===== src/rtl/pipe_stage_skid_pkg.sv =====
// Shared pipeline definitions: stage state encoding and default bundle widths per inter-stage register.
package pipe_stage_skid_pkg;

    typedef enum logic [1:0] {
        StEmpty = 2'b00,
        StBusy  = 2'b01,
        StFull  = 2'b10
    } state_e;

    localparam int unsigned IF_ID_CTRL_WIDTH  = 2;
    localparam int unsigned IF_ID_DATA_WIDTH  = 64;
    localparam int unsigned ID_EX_CTRL_WIDTH  = 16;
    localparam int unsigned ID_EX_DATA_WIDTH  = 160;
    localparam int unsigned EX_MEM_CTRL_WIDTH = 8;
    localparam int unsigned EX_MEM_DATA_WIDTH = 106;
    localparam int unsigned MEM_WB_CTRL_WIDTH = 4;
    localparam int unsigned MEM_WB_DATA_WIDTH = 69;

endpackage


===== src/rtl/pipe_sat_counter.sv =====
// Saturating up-counter with synchronous clear; clear has priority over increment.
module pipe_sat_counter #(
    parameter int unsigned CNT_WIDTH = 16
) (
    input  logic                 i_clk,
    input  logic                 i_reset,
    input  logic                 clear,
    input  logic                 inc,
    output logic [CNT_WIDTH-1:0] count
);

    always_ff @(posedge i_clk or posedge i_reset) begin
        if (i_reset) begin
            count <= '0;
        end else if (clear) begin
            count <= '0;
        end else if (inc && (count != '1)) begin
            count <= count + 1'b1;
        end
    end

endmodule


===== src/rtl/pipe_stage_skid.sv =====
// Generic pipeline stage register with valid/ready handshake, 2-entry skid buffer, flush and enable.
// Optional performance counters are built when PIPE_STAGE_PERF_EN is defined.
module pipe_stage_skid
    import pipe_stage_skid_pkg::*;
#(
    parameter int unsigned CTRL_WIDTH = 16,
    parameter int unsigned DATA_WIDTH = 160,
    parameter int unsigned CNT_WIDTH  = 16
) (
    input  logic                  i_clk,
    input  logic                  i_reset,
    input  logic                  i_enable,
    input  logic                  i_flush,
    input  logic                  i_valid,
    output logic                  o_ready,
    input  logic [CTRL_WIDTH-1:0] i_ctrl,
    input  logic [DATA_WIDTH-1:0] i_data,
    output logic                  o_valid,
    input  logic                  i_ready,
    output logic [CTRL_WIDTH-1:0] o_ctrl,
    output logic [DATA_WIDTH-1:0] o_data,
    output logic [CNT_WIDTH-1:0]  o_stall_cnt,
    output logic [CNT_WIDTH-1:0]  o_bubble_cnt
);

    state_e                state_q, state_d;
    logic [CTRL_WIDTH-1:0] main_ctrl_q, main_ctrl_d, skid_ctrl_q, skid_ctrl_d;
    logic [DATA_WIDTH-1:0] main_data_q, main_data_d, skid_data_q, skid_data_d;
    logic                  accept, send;

    // Handshake outputs derive only from flops, so o_ready never depends on i_ready.
    assign o_valid = i_enable & (state_q != StEmpty);
    assign o_ready = i_enable & (state_q != StFull);
    assign accept  = i_valid & o_ready;
    assign send    = o_valid & i_ready;
    assign o_ctrl  = o_valid ? main_ctrl_q : '0;
    assign o_data  = main_data_q;

    always_comb begin
        state_d     = state_q;
        main_ctrl_d = main_ctrl_q;
        main_data_d = main_data_q;
        skid_ctrl_d = skid_ctrl_q;
        skid_data_d = skid_data_q;
        if (i_enable && i_flush) begin
            // Data is left untouched; only ctrl must read as a NOP.
            state_d     = StEmpty;
            main_ctrl_d = '0;
            skid_ctrl_d = '0;
        end else begin
            unique case (state_q)
                StEmpty: begin
                    if (accept) begin
                        main_ctrl_d = i_ctrl;
                        main_data_d = i_data;
                        state_d     = StBusy;
                    end
                end
                StBusy: begin
                    if (accept && send) begin
                        main_ctrl_d = i_ctrl;
                        main_data_d = i_data;
                    end else if (accept) begin
                        skid_ctrl_d = i_ctrl;
                        skid_data_d = i_data;
                        state_d     = StFull;
                    end else if (send) begin
                        state_d = StEmpty;
                    end
                end
                StFull: begin
                    if (send) begin
                        main_ctrl_d = skid_ctrl_q;
                        main_data_d = skid_data_q;
                        state_d     = StBusy;
                    end
                end
                default: state_d = StEmpty;
            endcase
        end
    end

    always_ff @(posedge i_clk or posedge i_reset) begin
        if (i_reset) begin
            state_q     <= StEmpty;
            main_ctrl_q <= '0;
            main_data_q <= '0;
            skid_ctrl_q <= '0;
            skid_data_q <= '0;
        end else begin
            state_q     <= state_d;
            main_ctrl_q <= main_ctrl_d;
            main_data_q <= main_data_d;
            skid_ctrl_q <= skid_ctrl_d;
            skid_data_q <= skid_data_d;
        end
    end

`ifdef PIPE_STAGE_PERF_EN
    logic perf_clear;

    assign perf_clear = i_enable & i_flush;

    pipe_sat_counter #(
        .CNT_WIDTH(CNT_WIDTH)
    ) u_stall_cnt (
        .i_clk  (i_clk),
        .i_reset(i_reset),
        .clear  (perf_clear),
        .inc    (o_valid & ~i_ready),
        .count  (o_stall_cnt)
    );

    pipe_sat_counter #(
        .CNT_WIDTH(CNT_WIDTH)
    ) u_bubble_cnt (
        .i_clk  (i_clk),
        .i_reset(i_reset),
        .clear  (perf_clear),
        .inc    (i_enable & ~o_valid),
        .count  (o_bubble_cnt)
    );
`else
    assign o_stall_cnt  = '0;
    assign o_bubble_cnt = '0;
`endif

endmodule


===== config.mk =====
export PLATFORM = sky130hd
export DESIGN_NAME = pipe_stage_skid
export DESIGN_NICKNAME = d
export VERILOG_FILES = /design/src/rtl/pipe_stage_skid_pkg.sv /design/src/rtl/pipe_sat_counter.sv /design/src/rtl/pipe_stage_skid.sv
export SDC_FILE = /design/constraint.sdc
export NUM_CORES = 1
export LEC_CHECK = 0
export ABC_AREA = 1
export CAP_MARGIN = 0
export CORE_ASPECT_RATIO = 0.5
export CORE_MARGIN = 2
export CORE_UTILIZATION = 25
export CTS_CLUSTER_DIAMETER = 80
export DETAILED_ROUTE_END_ITERATION = 8
export PLACE_DENSITY = 0.57
export SYNTH_ARGS = -nofsm -noshare
export SYNTH_HDL_FRONTEND = slang
export SYNTH_SLANG_ARGS = --single-unit

===== constraint.sdc =====
create_clock -name i_clk -period 12.15 [get_ports i_clk]
set_input_delay 2.43 -clock i_clk [delete_from_list [all_inputs] [get_ports i_clk]]
set_output_delay 2.43 -clock i_clk [all_outputs]
set_load 0.02 [all_outputs]

==> metrics.md, run 1 <==
| Metric | Value |
|---|---|
| Final antenna-violating net count | `0` |
| Pleak | `10.4 nW` |
| H-Tree Depth | `2` |
| Hold WC Path Type | `flop to flop` |
| Clock skew | `0.0101 ns` |
| Met3 usage | `1.93%` |
| Post-Syn Area per Cell | `7.93 um^2` |
| Layout Cell Area excl Fill | `0.0215 mm^2` |
| Asr flop ratio synth | `100%` |
| Drc violations | `0` |
| NetSw | `0.00223 W` |
| Period utilization | `54.3%` |
| Buffers on Ports | `359` |
| Met2 Usage GRT | `28.3%` |
| First-pass GRT wire length | `77.0 mm` |
| Gr usage total | `14.7%` |
| Number of setup buffers added after CTS | `0` |
| Pins Over Slew Limit | `0` |
| Outcome | `complete, no violations` |
| Clock Tree Root | `clkbuf_16` |
| Final nets | `2,488` |
| Synth Cell Area | `0.0161 mm^2` |
| Max Fclk | `152 MHz` |
| Max-cap violations | `0` |
| RSZ-0062 raised after global routing | `no` |
| Die height | `183 um` |
| Clock transition at the registers of the reported paths | `0.06 ns` |
| Area delta synth->final | `33.5%` |
| Critical Path Start Type | `input pin` |
| Clk sinks | `354` |
| Total grt overflow | `0` |
| Pwr/cell area | `259 mW/mm^2` |
| Post_cts resized | `0` |
| Largest net degree at the start of global routing | `263` |
| Peak VDD IR | `231 uV` |
| Full die area | `0.0665 mm^2` |
| Met1 Use GR | `16.2%` |
| Fillcell total | `6,574` |
| Yosys reg bits | `354` |
| WP data required | `9.72 ns` |
| Placed cell count | `3,099` |
| Ys flop type | `dfrtp_1` |
| Max incr delay on CP | `0.64 ns` |
| Number of global-route vias before repair | `13,100` |
| Worst slew pin tran | `1.22 ns` |
| Fin cells | `3,174` |
| Max transition margin | `18.5%` |
| CP endpoint kind | `output port` |
| Switch share | `40.0%` |
| Post-CTS Hold Fix Bufs | `0` |
| Clock Path Buffers | `3` |
| CTS tree | `built` |
| Slowest stage cell, crit path | `clkdlybuf4s50_1` |
| Sum Neg Setup Slack | `0 ns` |
| Initial Util | `25.4%` |
| Initial antenna violation count | `9` |
| Worst path most repeated cell | `clkdlybuf4s50_1` |
| Post-synth cell types | `20` |
| Seq pwr share | `36.5%` |
| Final core occ | `33.9%` |
| Sequential area share after synthesis | `55.1%` |
| DR vias | `13,800` |
| Combinational Power Share | `41.8%` |
| Horiz. Die Dim | `363 um` |
| Layout cells sized above 1 | `3.52%` |
| Critical path cell sequence | `clkdlybuf4s50_1, nand2_1, nor2_1, clkdlybuf4s50_1` |
| IO Count | `392` |
| Clock power frac | `21.6%` |
| GPL Wtd Cong | `0.801` |
| Yosys warns | `0` |
| Fin. Hold Viols | `0` |
| Total power | `0.00557 W` |
| Placed cell area | `0.0202 mm^2` |
| Synth Instances | `2,028` |
| P_int | `0.00334 W` |
| Pre-antenna DRT Iters | `6` |
| Final Setup Violations | `0` |
| Critical Path AT | `4.17 ns` |
| Clock Latency Late Sink | `0.54 ns` |
| Cell row count | `65` |
| Drt wl/cell | `15.8 um` |
| Largest fanout on the critical path | `17` |
| Total core area | `0.0634 mm^2` |
| CTS buffer count | `38` |
| Vias/cell | `4.36` |
| Critical path class | `input pin to output port` |
| Number of synthesized flops with an enable pin | `0` |
| Total Wirelength | `50.2 mm` |
| Post-DP HPWL | `32.7 mm` |
| GR peak layer | `met2` |
| Fin crit period | `6.60 ns` |
| DR iter-0 viols | `1,122` |
==> cell type report <==
class / count / area (um^2) / area share [%]
diodes: 9 / 22.5 / 0.105
multi-input cells: 1351 / 5850 / 27.3
well taps: 837 / 1050 / 4.88
inverters: 187 / 706 / 3.29
clock inverters: 12 / 164 / 0.763
repair buffers: 370 / 3710 / 17.3
clock buffers: 54 / 1110 / 5.18
flip-flops and latches: 354 / 8860 / 41.2
==> critical path, delay by kind of cell <==
family        cells  cell delay [ns]
buf+inv           2             1.22
simple gates      2             0.51
==> cell usage after synthesis, types with 9 or more instances <==
cell | count | area, um^2
clkbuf_1 | 61 | 229
inv_1 | 184 | 691
nand3_1 | 180 | 901
buf_2 | 59 | 295
dfrtp_1 | 354 | 8860
o21ai_1 | 140 | 701
nand4_1 | 16 | 100
buf_4 | 32 | 240
o21ai_0 | 188 | 941
buf_1 | 15 | 56.3
nor2_1 | 36 | 135
nand2_1 | 740 | 2780
a21oi_1 | 9 | 45.0
==> cells in the final DEF, fill, tap and decap left out, drive strengths merged, types with 11 or more instances in the layout <==
cell and count:
buf 11, nor2 38, clkbuf 54, inv 187, nand2 742, conb 32
o21ai 328, clkdlybuf4s50 359, nand4 16, nand3 181, dfrtp 354
==> final timing paths <==
path	from	slack [ns]	cells past startpoint	end
worst min register to register	o_data[127]	0.47	2	o_data[127]
worst max register to register	state_q[0]	7.15	12	o_data[8]
worst max-delay path	i_enable	5.55	4	o_ctrl[9]
min in group asynchronous	i_reset	2.47	2	skid_data_q[116]
max in group asynchronous	i_reset	8.27	3	skid_data_q[143]
worst min-delay path	o_data[127]	0.47	2	o_data[127]
==> metrics by stage <==
stage          hold WS (ns)  worst slack, ns
2_1_floorplan         0.442             4.98
4_1_cts               0.472             5.57
5_1_grt               0.485             5.44
6_report              0.467             5.55
3_3_place_gp          0.454             5.62
3_5_place_dp          0.457             5.56
==> power groups by stage <==
stage                     combinational, W  sequential, W  clock (W)
after global routing               0.00257        0.00210    0.00129
after global placement             0.00233        0.00204          0
after CTS                          0.00236        0.00204    0.00123
final                              0.00233        0.00204    0.00121
after detailed placement           0.00236        0.00205          0
after floorplan                    0.00107        0.00231          0
==> cell families (layout without fill, tap and decap cells) <==
family          after synthesis  after routing  synth area share, %
compound gates              337            337                 10.5
fa+ha+maj                     4              4                0.311
buf+inv                     354            623                 9.47
flops                       354            354                 55.1
other cells                   1             41               0.0233
simple gates                978            978                 24.6
==> metal layers <==
layer | wire length [um] | share of wire, %
met5 | 0 | 0
met4 | 1800 | 3.6
met3 | 1350 | 2.7
met2 | 28000 | 56
met1 | 19000 | 38
==> registers in the layout, indices dropped and copies added, names as in the netlist <==
name / flops
skid_data_q: 160
main_ctrl_q: 16
o_data: 160
skid_ctrl_q: 16
state_q: 2
Note: power is estimated with default switching activity, not from simulation.
==> run 2: changes to the inputs <==
Clock period 12.15 ns to 5.41 ns, I/O delays scaled along.
==> run 2 against run 1 <==
Net effect: cell count fell by 0.16%; non-clock buffer count rose by 2; global-route usage decreased by 0.31 points; sequential cell count unchanged; register-to-register slack got worse by 5.3 ns; critical path depth is the same; first-iteration DRC count decreased by 19%; clock-buffer cell count increased by 1; routed wire length down 1.5%.
==> metrics.md, run 2 (synthesis results as in run 1) <==
| Metric | Value |
|---|---|
| Area delta synth->final | `33.3%` |
| Switch share | `40.1%` |
| Initial Util | `25.4%` |
| Largest fanout on the critical path | `17` |
| Cell row count | `65` |
| WP data required | `4.33 ns` |
| IO Count | `392` |
| Total Wirelength | `49.4 mm` |
| First-pass GRT wire length | `75.8 mm` |
| Post-CTS Hold Fix Bufs | `0` |
| DR vias | `13,800` |
| Clock skew | `0.0107 ns` |
| Worst slew pin tran | `1.15 ns` |
| Full die area | `0.0665 mm^2` |
| Drc violations | `0` |
| Buffers on Ports | `359` |
| Drt wl/cell | `15.6 um` |
| Commonest non-fill, non-tap cell in the layout | `nand2_1` |
| Worst path most repeated cell | `clkdlybuf4s50_1` |
| Critical Path Start Type | `input pin` |
| Pre-antenna DRT Iters | `6` |
| Max transition margin | `23.1%` |
| Final nets | `2,490` |
| Fin. Hold Viols | `0` |
| Number of setup buffers added after CTS | `0` |
| Pwr/cell area | `575 mW/mm^2` |
| Clock Tree Root | `clkbuf_16` |
| Hold WC Path Type | `flop to flop` |
| Clock transition at the registers of the reported paths | `0.06 ns` |
| Initial antenna violation count | `6` |
| Die height | `183 um` |
| Post-DP HPWL | `32.9 mm` |
| H-Tree Depth | `2` |
| Layout cells sized above 1 | `3.31%` |
| Vias/cell | `4.36` |
| WP buf/inv | `2` |
| Max incr delay on CP | `0.65 ns` |
| Final Setup Violations | `0` |
| Clock Latency Late Sink | `0.53 ns` |
| DR iter-0 viols | `913` |
| Pins Over Slew Limit | `0` |
| RSZ-0062 raised after global routing | `no` |
| Placed cell count | `3,101` |
| Total core area | `0.0634 mm^2` |
| Critical path class | `input pin to output port` |
| Max-cap violations | `0` |
| Critical Path AT | `2.84 ns` |
| NetSw | `0.00495 W` |
| Peak VDD IR | `497 uV` |
| CTS tree | `built` |
| CP endpoint kind | `output port` |
| P_int | `0.00739 W` |
| Horiz. Die Dim | `363 um` |
| Fin crit period | `3.92 ns` |
| Slowest stage cell, crit path | `clkdlybuf4s50_1` |
| Max Fclk | `255 MHz` |
| Post_cts resized | `0` |
| Clock Path Buffers | `3` |
| Number of global-route vias before repair | `13,000` |
| GPL Wtd Cong | `0.779` |
| Fillcell total | `6,543` |
| Most frequent cells in the layout | `nand2_1 (738), clkdlybuf4s50_1 (359), dfrtp_1 (354)` |
| Final core occ | `33.8%` |
| Period utilization | `72.5%` |
| Gr usage total | `14.4%` |
| Clk sinks | `354` |
| Seq pwr share | `37.3%` |
| Total grt overflow | `0` |
| Outcome | `complete, no violations` |
| Family with the most delay on the worst path | `buffers and inverters` |
| Combinational Power Share | `42.2%` |
| Final antenna-violating net count | `0` |
| Critical path cell sequence | `clkdlybuf4s50_1, nand2_1, nor2_1, clkdlybuf4s50_1` |
| Fin cells | `3,169` |
| Pleak | `10.3 nW` |
| CTS buffer count | `38` |
| Clock power frac | `20.5%` |
| Largest net degree at the start of global routing | `161` |
-- run 2: cell count changes in the layout (fill, tap and decap cells not counted), moves of 2 or more --
cell,delta
bufinv_16,-3
buf_12,+4
buf_4,-2
clkbuf_1,+3
diode_2,-3
clkbuf_8,-4
clkbuf_16,+2
clkinv_2,-2
-- run 2: layout make-up --
class / count / area [um^2] / share of cell area, %
inverters: 187 / 706 / 3.29
flip-flops and latches: 354 / 8860 / 41.3
clock buffers: 55 / 1120 / 5.22
clock inverters: 7 / 63.8 / 0.298
multi-input cells: 1351 / 5850 / 27.3
well taps: 837 / 1050 / 4.88
diodes: 6 / 15.0 / 0.0700
repair buffers: 372 / 3780 / 17.6
-- run 2: worst paths after layout --
check / from / end / slack [ns] / depth (start not counted)
worst min register to register: o_data[78] / o_data[78] / 0.47 / 2
worst min-delay path: o_data[78] / o_data[78] / 0.47 / 2
worst max-delay path: i_enable / o_ctrl[2] / 1.49 / 4
max in group asynchronous: i_reset / skid_data_q[150] / 3.27 / 3
worst max register to register: state_q[0] / skid_data_q[85] / 1.81 / 11
min in group asynchronous: i_reset / skid_ctrl_q[7] / 0.91 / 2
-- run 2: stage by stage --
stage	hold WS (ns)	area, um^2	setup TNS, ns	total power (W)	setup WS, ns
floorplan	0.442	16200	-146.68	0.00760	-0.414
global placement	0.453	20200	0	0.00983	1.38
detailed placement	0.457	20200	0	0.00993	1.33
CTS	0.472	21400	0	0.0125	1.49
global route	0.484	21400	0	0.0132	1.33
finish	0.468	21400	0	0.0123	1.49
-- run 2: tightest hold or removal path, delay by kind of cell, from the launching register on --
kind | cells | cell delay (ns)
AND/OR/NAND/NOR | 2 | 0.09
flip-flops | 1 | 0.34
-- run 2: power by group through the flow --
| stage | clock (W) | combinational (W) | sequential (W) |
|---|---|---|---|
| 2_1_floorplan | 0 | 0.00241 | 0.00519 |
| 3_3_place_gp | 0 | 0.00522 | 0.00461 |
| 3_5_place_dp | 0 | 0.00529 | 0.00463 |
| 4_1_cts | 0.00259 | 0.00529 | 0.00460 |
| 5_1_grt | 0.00271 | 0.00573 | 0.00474 |
| 6_report | 0.00252 | 0.00521 | 0.00460 |
-- run 2: metal layers --
metal	GRT usage [%]	routed length [um]	up-vias
met5	0	0	-
met3	1.85	1320	87
met4	6.16	1950	0
li1	-	-	6890
met1	16.0	18700	6600
met2	27.6	27400	230
==> run 3: changes to the inputs <==
Clock period 5.41 ns to 3.3 ns, I/O delays scaled along.
==> run 3 against run 2 <==
Net effect: first-iteration DRC count grew 5.9%; cell count is 0.82% higher; sequential share of layout area shrank 0.58 points; die area unchanged; combinational power increased by 68%; via count about the same; hold slack got worse by 0.030 ns; clock-buffer cell count up 1; non-clock buffer count rose by 13; sequential cell count did not move; utilization increased by 0.48 points; clock skew rose by 0.0035 ns; largest cell class unchanged.
==> metrics.md, run 3 (synthesis results as in run 1) <==
| Metric | Value |
|---|---|
| Outcome | `complete, no violations` |
| Fillcell total | `6,596` |
| Horiz. Die Dim | `363 um` |
| Clk sinks | `354` |
| Layout cells sized above 1 | `4.18%` |
| Die height | `183 um` |
| Total Wirelength | `50.0 mm` |
| RSZ-0062 raised after global routing | `no` |
| Buffers on Ports | `359` |
| Most frequent cells in the layout | `nand2_1 (737), clkdlybuf4s50_1 (359), dfrtp_1 (354)` |
| Fin. Hold Viols | `0` |
| CP endpoint kind | `output port` |
| Critical path class | `flop to output port` |
| Clock skew | `0.0142 ns` |
| Worst slew pin tran | `1.13 ns` |
| Post-CTS Hold Fix Bufs | `0` |
| IO Count | `392` |
| H-Tree Depth | `2` |
| Critical Path AT | `2.41 ns` |
| Post-DP HPWL | `32.7 mm` |
| Reg2reg start | `state_q[0]` |
| Drc violations | `0` |
| Number of global-route vias before repair | `12,900` |
| Critical path cell sequence | `inv_1, ha_1, inv_1, nand2_2, nor2_1, clkdlybuf4s50_1` |
| Levels on crit path | `6` |
| Total grt overflow | `0` |
| Final nets | `2,503` |
| Clock transition at the registers of the reported paths | `0.06 ns` |
| Largest net degree at the start of global routing | `177` |
| Full die area | `0.0665 mm^2` |
| Pins Over Slew Limit | `0` |
| Pleak | `10.5 nW` |
| Family with the most delay on the worst path | `buffers and inverters` |
| Max-cap violations | `0` |
| First-pass GRT wire length | `76.6 mm` |
| DR vias | `13,800` |
| R2R cell count | `11` |
| Final antenna-violating net count | `0` |
| Hold WC Path Type | `input pin to asynchronous set/reset pin` |
| Clock Path Buffers | `3` |
| Cell row count | `65` |
| Fin crit period | `3.07 ns` |
| Clock Tree Root | `clkbuf_16` |
| Period utilization | `93.1%` |
| Final core occ | `34.3%` |
| Gr usage total | `14.6%` |
| Largest fanout on the critical path | `17` |
| Pre-antenna DRT Iters | `6` |
| Area delta synth->final | `35.2%` |
| Slowest stage cell, crit path | `clkdlybuf4s50_1` |
| Max transition margin | `24.2%` |
| Clock Latency Late Sink | `0.53 ns` |
| Peak VDD IR | `571 uV` |
| Worst flop-to-flop path endpoint | `skid_data_q[75]` |
| Commonest non-fill, non-tap cell in the layout | `nand2_1` |
| GPL Wtd Cong | `0.806` |
| Vias/cell | `4.32` |
| Pwr/cell area | `951 mW/mm^2` |
| Worst path most repeated cell | `inv_1` |
| Final Setup Violations | `0` |
| Drt wl/cell | `15.6 um` |
| CTS buffer count | `38` |
| Total core area | `0.0634 mm^2` |
| CTS tree | `built` |
| Multi-input logic area | `0.00586 mm^2` |
| Initial antenna violation count | `12` |
| DR iter-0 viols | `967` |
| Critical Path Start Type | `flop` |
| Initial Util | `25.4%` |
| Max incr delay on CP | `0.62 ns` |
| Max Fclk | `325 MHz` |
| WP buf/inv | `3` |
| R2R setup slack | `0.65 ns` |
| Sum Neg Setup Slack | `0 ns` |
| WP data required | `2.64 ns` |
| FF/Latch Area | `0.00886 mm^2` |
-- run 3: cell count changes in the layout (fill, tap and decap cells not counted), moves of 3 or more --
cell       change
buf_12         +7
buf_4          +6
diode_2        +6
bufinv_16      +3
clkbuf_8       +3
-- run 3: per-layer routing --
metal | GRT usage (%) | wire length [um]
met5 | 0 | 0
met4 | 6.17 | 1700
met3 | 1.77 | 1310
met2 | 27.3 | 27600
met1 | 16.9 | 19400
-- run 3: layout make-up --
cell class,instances,area share (%)
repair buffers,385,18.2
inverters,187,3.25
well taps,837,4.82
diodes,12,0.138
clock buffers,56,5.10
clock inverters,13,0.800
multi-input cells,1351,26.9
flip-flops and latches,354,40.7
-- run 3: worst reg2reg max path, cell delays in order, from the launching register on --
cell and delay [ns]:
dfrtp_1 0.39, inv_1 0.10, ha_4 0.18, inv_2 0.29
nand3_2 0.16, inv_2 0.08, nand2_1 0.09, nor2_4 0.40
nand2_4 0.28, buf_12 0.31, nand2_1 0.15, o21ai_1 0.07
-- run 3: power by group --
part	leakage, nW	total [W]	switching, W	internal (W)
Sequential	4.41	0.00750	0.00113	0.00638
Clock	0.628	0.00443	0.00178	0.00265
Combinational	5.43	0.00875	0.00533	0.00342
-- run 3: stage by stage --
stage	std cells	hold WS, ns	cell area [um^2]	total power [W]	worst slack (ns)
after floorplan	2059	0.442	16200	0.0125	-2.10
after global placement	3114	0.453	20400	0.0163	0.430
after detailed placement	3114	0.457	20400	0.0164	0.373
after CTS	3183	0.417	21700	0.0209	0.0556
after global routing	3194	0.444	21700	0.0221	0.0808
final	3195	0.437	21700	0.0207	0.226
-- run 3: how the worst max path moves through the flow --
stage | slack (ns) | endpoint | startpoint
floorplan | -2.10 | main_ctrl_q[0] | i_reset
global placement | 0.43 | skid_ctrl_q[15] | i_enable
detailed placement | 0.37 | o_ctrl[10] | i_enable
CTS | 0.06 | o_ctrl[9] | state_q[1]
global route | 0.08 | o_ctrl[15] | state_q[0]
finish | 0.23 | o_ctrl[2] | state_q[1]
-- run 3: timing repair --
item | in CTS | in global routing
setup buffers | 0 | 0
setup endpoints to repair | 0 | 16
resized for setup | 0 | 1
